[config.mk]
export PLATFORM = sky130hd
export DESIGN_NAME = serial_add_ctrl
export DESIGN_NICKNAME = d
export VERILOG_FILES = /design/src/rtl/serial_add_ctrl.sv
export SDC_FILE = /design/constraint.sdc
export NUM_CORES = 1
export LEC_CHECK = 0
export CORE_ASPECT_RATIO = 0.8
export CORE_MARGIN = 2
export CORE_UTILIZATION = 40
export DETAILED_ROUTE_END_ITERATION = 8
export PLACE_DENSITY = 0.64
export SLEW_MARGIN = 20
export SYNTH_ARGS = -nofsm -noshare
export SYNTH_HDL_FRONTEND = slang
export SYNTH_HIERARCHICAL = 1
export SYNTH_SLANG_ARGS = --single-unit
[constraint.sdc]
create_clock -name clk -period 3.7 [get_ports clk]
set_clock_uncertainty 0.1 [all_clocks]
set_input_delay 0.74 -clock clk [delete_from_list [all_inputs] [get_ports clk]]
set_output_delay 0.74 -clock clk [all_outputs]
set_load 0.01 [all_outputs]
[src/rtl/serial_add_ctrl.sv]
// Bit-serial adder: one single-bit full adder is stepped LSB first over WIDTH
// cycles to form a + b + cin. The requester sees a start/done handshake; the
// result is held on sum/cout until the next completion or reset.

module full_adder (
   input  logic a,
   input  logic b,
   input  logic ci,
   output logic s,
   output logic co
);

   assign s  = a ^ b ^ ci;
   assign co = (a & b) | (ci & (a ^ b));

endmodule

// state | meaning
// IDLE  | waiting for start; operands captured on the accepting edge
// SHIFT | one operand bit pair per cycle through the full adder, WIDTH cycles
// DONE  | result register loaded from the shift register; done pulses next cycle

module serial_add_ctrl #(
   parameter int WIDTH = 8
) (
   input  logic             clk,
   input  logic             rst_n,
   input  logic             start,
   input  logic [WIDTH-1:0] a,
   input  logic [WIDTH-1:0] b,
   input  logic             cin,
   output logic             busy,
   output logic             done,
   output logic [WIDTH-1:0] sum,
   output logic             cout
);

   localparam int CW = $clog2(WIDTH + 1);
   localparam logic [CW-1:0] LAST = CW'(WIDTH - 1);

   typedef enum logic [1:0] {
      IDLE  = 2'd0,
      SHIFT = 2'd1,
      DONE  = 2'd2
   } state_t;

   state_t           state;
   state_t           state_nx;
   logic [WIDTH-1:0] a_sh;
   logic [WIDTH-1:0] b_sh;
   logic [WIDTH-1:0] res_sh;
   logic             carry_q;
   logic [CW-1:0]    cnt;
   logic             fa_s;
   logic             fa_co;

   full_adder u_fa (
      .a  (a_sh[0]),
      .b  (b_sh[0]),
      .ci (carry_q),
      .s  (fa_s),
      .co (fa_co)
   );

   // State register.
   always_ff @(posedge clk) begin
      if (!rst_n) state <= IDLE;
      else        state <= state_nx;
   end

   // Next-state logic; start is only looked at in IDLE so it is never queued.
   always_comb begin
      state_nx = state;
      case (state)
         IDLE:    if (start) state_nx = SHIFT;
         SHIFT:   if (cnt == LAST) state_nx = DONE;
         DONE:    state_nx = IDLE;
         default: state_nx = IDLE;
      endcase
   end

   // Moore output: busy depends on state only, so no input reaches an output.
   always_comb begin
      busy = (state == SHIFT);
   end

   // Datapath: operand capture, serial shifting, and the held result registers.
   // The new sum bit enters res_sh at the MSB so the first bit computed ends in bit 0.
   // Written as a shift/OR so that WIDTH=1 needs no zero-width slice.
   always_ff @(posedge clk) begin
      if (!rst_n) begin
         a_sh    <= '0;
         b_sh    <= '0;
         res_sh  <= '0;
         carry_q <= 1'b0;
         cnt     <= '0;
         sum     <= '0;
         cout    <= 1'b0;
         done    <= 1'b0;
      end else begin
         done <= (state == DONE);
         case (state)
            IDLE: begin
               if (start) begin
                  a_sh    <= a;
                  b_sh    <= b;
                  carry_q <= cin;
                  cnt     <= '0;
               end
            end
            SHIFT: begin
               a_sh    <= a_sh >> 1;
               b_sh    <= b_sh >> 1;
               res_sh  <= (res_sh >> 1) | (WIDTH'(fa_s) << (WIDTH - 1));
               carry_q <= fa_co;
               cnt     <= cnt + CW'(1);
            end
            DONE: begin
               sum  <= res_sh;
               cout <= carry_q;
            end
            default: ;
         endcase
      end
   end

endmodule
# Word level (Yosys, flattened, before mapping)

Index checks and enable logic that the tools add are counted.

Flip-flop bits (word level): 41
Bits of input ports: 20

Add/subtract/negate cells: 1
Equal/unequal tests: 5
Muxes and demuxes: 11
Bitwise operators: 6
Reduce and logical (&&, ||, !) cells: 4

Operators with widths:

| cell                  | count |
|---|---|
| $pmux W8 S2           | 2 |
| $mux W8               | 2 |
| $or A7 B8 Y8          | 1 |
| $pmux W4 S2           | 1 |
| $add A4 B1 Y4 const B | 1 |
| $eq A4 B3 Y1 const B  | 1 |
| $mux W2               | 2 |
| $mux W4               | 1 |
| $pmux W2 S2           | 1 |
| $reduce_and A2 Y1     | 2 |
| $and A1 B1 Y1         | 2 |
| $eq A2 B1 Y1 const B  | 1 |
| $eq A2 B2 Y1 const B  | 1 |
| $logic_not A2 Y1      | 1 |
| $ne A2 B1 Y1 const B  | 1 |
| $ne A2 B2 Y1 const B  | 1 |
| $pmux W1 S2           | 1 |
| $reduce_bool A2 Y1    | 1 |
| $xor A1 B1 Y1         | 2 |
| $mux W1               | 1 |
| $or A1 B1 Y1          | 1 |

# Logic depth before layout (Yosys ltp)

Depth after elaboration: 4
Gate-level depth with buffers: 6

# Cells and area by module

The synthesis kept the hierarchy.

By module, submodules not included:

| module          | instances | cells each | area each (um2) |
|---|---|---|---|
| serial_add_ctrl | 1         | 195        | 1629.1 |
| full_adder      | 1         | 1          | 20.0 |

# Worst setup path after synthesis

Ideal clock, no wire load.

Path kind: register to output
Start point: register state[0]
End point: output busy
Data arrival time: 0.830 ns
Required time: 2.860 ns
Slack: 2.030 ns
Cell stages (with the launch flop): 5
Path buffers: 2
Cells stage by stage: dfxtp_1 > buf_4 > nand2b_4 > inv_1 > buf_2

Longest elaborated chain between the ends: 1

RTL lines:

| element                | line | source |
|---|---|---|
| start, declared        | 47   | `state_t state;` |
| start signal, assigned | 68   | `else state <= state_nx;` |
| $eq A2 B1 Y1           | 84   | `busy = (state == SHIFT);` |
| end, declared          | 32   | `output logic busy,` |

Every way passes these cells.

# Worst setup path in the final report

Same ends and word-level chain as after synthesis.

==> impl_results.md <==
* Ys flop type: dfxtp_1
* Core Area at 0.003879 mm²
* Pwr dens at 462.3 mW/mm²
* Most frequent cells in the layout: dfxtp_1, nand2_1, a21oi_1, clkdlybuf4s50_1, nor2_1
* Mux contribution to synthesized area at 0%
* Total CTS buffers at 5
* 1st-pass router iterations at 4
* Worst path slowest cell: dfxtp_1
* CP Class: register to primary output
* Die Ht at 61.43 µm
* Sinks on Clock Net at 41
* Synth cell types at 32
* Post-synthesis compound-gate area fraction at 24.58%
* Count of pins over their slew limit at 0
* # DRC at 0
* Clk buf depth at 2
* Yosys warnings at 6
* Mapped Nets at 218
* Post-synthesis sequential area ratio at 49.77%
* Vias at 1,413
* Routed wire per std cell at 12.55 µm
* Routed WL at 3.465 mm
* Die area at 0.004655 mm²
* Final setup violation count at 0
* Final worst setup slack at 0.6081 ns
* Max Freq at 0.3234 GHz
* Post-route clock period utilization at 83.56%
* Vias in the first global route at 1,277
* Fin nets at 242
* Simple-gate share of the synthesized area at 18.29%
* Antenna violations before repair at 0
* Clock latency on the worst-skew pair at 0.28 ns
* Worst Path Required at 2.86 ns
* Lkg Pwr at 0.7379 nW
* Cells after synthesis at 196
* Sw Ratio at 23.10%
* HPWL Detailed at 2.414 mm
* CTS Hold Bufs at 0
* Vias per cell at 5.120
* Pin count of the biggest net entering global routing at 25
* Final Cell Area at 0.002068 mm²
* Clock power frac at 38.0%
* Post-CTS setup buffers at 0
* Placed Area at 0.001952 mm²
* XOR/XNOR Fraction of Synth Area at 0%
* Tmin final at 3.092 ns
* N_diodes at 0
* EDFF count, synth at 0
* Syn avg cell area at 8.414 µm²
* Commonest non-fill, non-tap cell in the layout: dfxtp_1
* Outcome: complete, no violations
* Reg area at 820.8 µm²
* Share of post-route cells with drive strength above 1 at 4.977%
* Tot GR Track Use at 16.22%
* Gate power share at 11.2%
* Initial Util at 42.52%
* Combinational family with the most area after synthesis: compound AO/OA/AOI/OAI gates
* Crit path launch type: register
* Final Hold Viols at 0
* Post-Place Worst Slack at 0.9077 ns
* Post_cts resized at 0
* TritonCTS clock tree: built
* Setup TNS Final at 0 ns
* Highest cell delay on the worst timing path at 0.75 ns
* Async S/R FF share, synth at 0%
* Post-Synth Adder-Cell Area at 1.973%
* Htree depth at 2
* Layout area overhead at 25.42%
* Int Power at 0.7353 mW
* Max cap viols at 0
* Slew margin rel. at 51.53%
* Clk slew on worst S/H paths at 0.08 ns
* Total power at 0.9562 mW
* Port bufs at 30
* CTS Root Cell: clkbuf_8
* Row cnt at 20
* Worst min-delay path class: register to register
* Mapped Area at 0.001649 mm²
* Peak VDD IR at 296.6 µV
* Register bit total from synthesis at 41
* Data arrival, critical path at 2.25 ns
* Iter 0 DRT Violations at 96
* RePlAce Congestion at 0.8062
* Area of the multi-input gates at 739.5 µm²
* GR Overflow Total at 0
* Worst setup EP type: primary output
* Crit path max fanout at 19
* Worst-margin pin slew at 0.7263 ns
* Fillcell total at 373
* Switching power at 0.2209 mW
* Sequential share of power at 50.9%
* RSZ-0062 raised after global routing: no
* IO Count at 31
* Die Width at 75.79 µm
* Critical-path cell list: nand2b_4 -> inv_1 -> clkdlybuf4s50_1
* Antenna Nets Post-Route at 0
* Global-route wire length before repair at 5.692 mm
==> cell usage after synthesis, types with 2 or more instances <==
cell type	number	area share, %
nand3_1	5	1.5
a22oi_1	3	1.4
nor2_1	15	3.4
a32oi_1	3	1.6
nand2_1	40	9.1
o21bai_1	2	0.91
buf_2	7	2.1
inv_1	4	0.91
clkbuf_1	3	0.68
dfxtp_1	41	50
o21ai_0	12	3.6
o22ai_1	3	1.1
o2bb2ai_1	9	4.8
nor3_1	2	0.61
a21oi_1	30	9.1
==> stage by stage <==
step / hold WS, ns / std cells / utilization [%]
2_1_floorplan: 0.3271 / 196 / -
3_3_place_gp: 0.3447 / 268 / 50.32
3_5_place_dp: 0.3459 / 268 / 50.32
4_1_cts: 0.3567 / 276 / 53.32
5_1_grt: 0.3739 / 276 / 53.32
6_report: 0.3534 / 276 / 53.32
==> registers in the layout, indices dropped and copies added (netlist names) <==
| signal | flops |
|---|---|
| done | 1 |
| state | 2 |
| a_sh | 8 |
| cout | 1 |
| carry_q | 1 |
| sum | 8 |
| cnt | 4 |
| b_sh | 8 |
| res_sh | 8 |
==> power groups by stage <==
stage	Sequential, mW	Combinational [mW]	Clock (mW)
after floorplan	0.485	0.0785	0
after global placement	0.495	0.104	0
after detailed placement	0.496	0.105	0
after CTS	0.486	0.106	0.371
after global routing	0.490	0.120	0.389
final	0.487	0.107	0.363
==> worst max-delay path, delay by kind of cell (launching register included) <==
family,cells,cell delay [ns]
AND/OR/NAND/NOR,1,0.18
buffers and inverters,2,1.03
flip-flops,1,0.75
==> area by class of cell <==
class	count	share of cell area, %
flip-flops and latches	41	39.69
multi-input cells	137	35.75
repair buffers	31	14.88
clock buffers	7	4.174
well taps	55	3.327
clock inverters	1	1.452
inverters	4	0.7260
==> per-layer routing <==
layer	wire length, µm	share of wire (%)	GRT usage [%]
met5	0	0	0
met4	33	0.95	6.266
met3	127	3.7	4.419
met2	1595	46	24.88
met1	1709	49	21.90
==> cells by family after synthesis <==
kind of cell / after synthesis
adder cells (fa/ha/maj): 2
AO/OA/AOI/OAI: 66
buffers and inverters: 18
flip-flops: 41
AND/OR/NAND/NOR: 69
==> final timing paths <==
| path | start | end | slack [ns] | depth (start not counted) |
|---|---|---|---|---|
| max | state[0] | busy | 0.61 | 3 |
| max reg2reg | state[0] | cnt[0] | 1.86 | 4 |
| min | sum[7] | sum[7] | 0.35 | 2 |
| min reg2reg | sum[7] | sum[7] | 0.35 | 2 |
(Power assumes the default switching activity.)
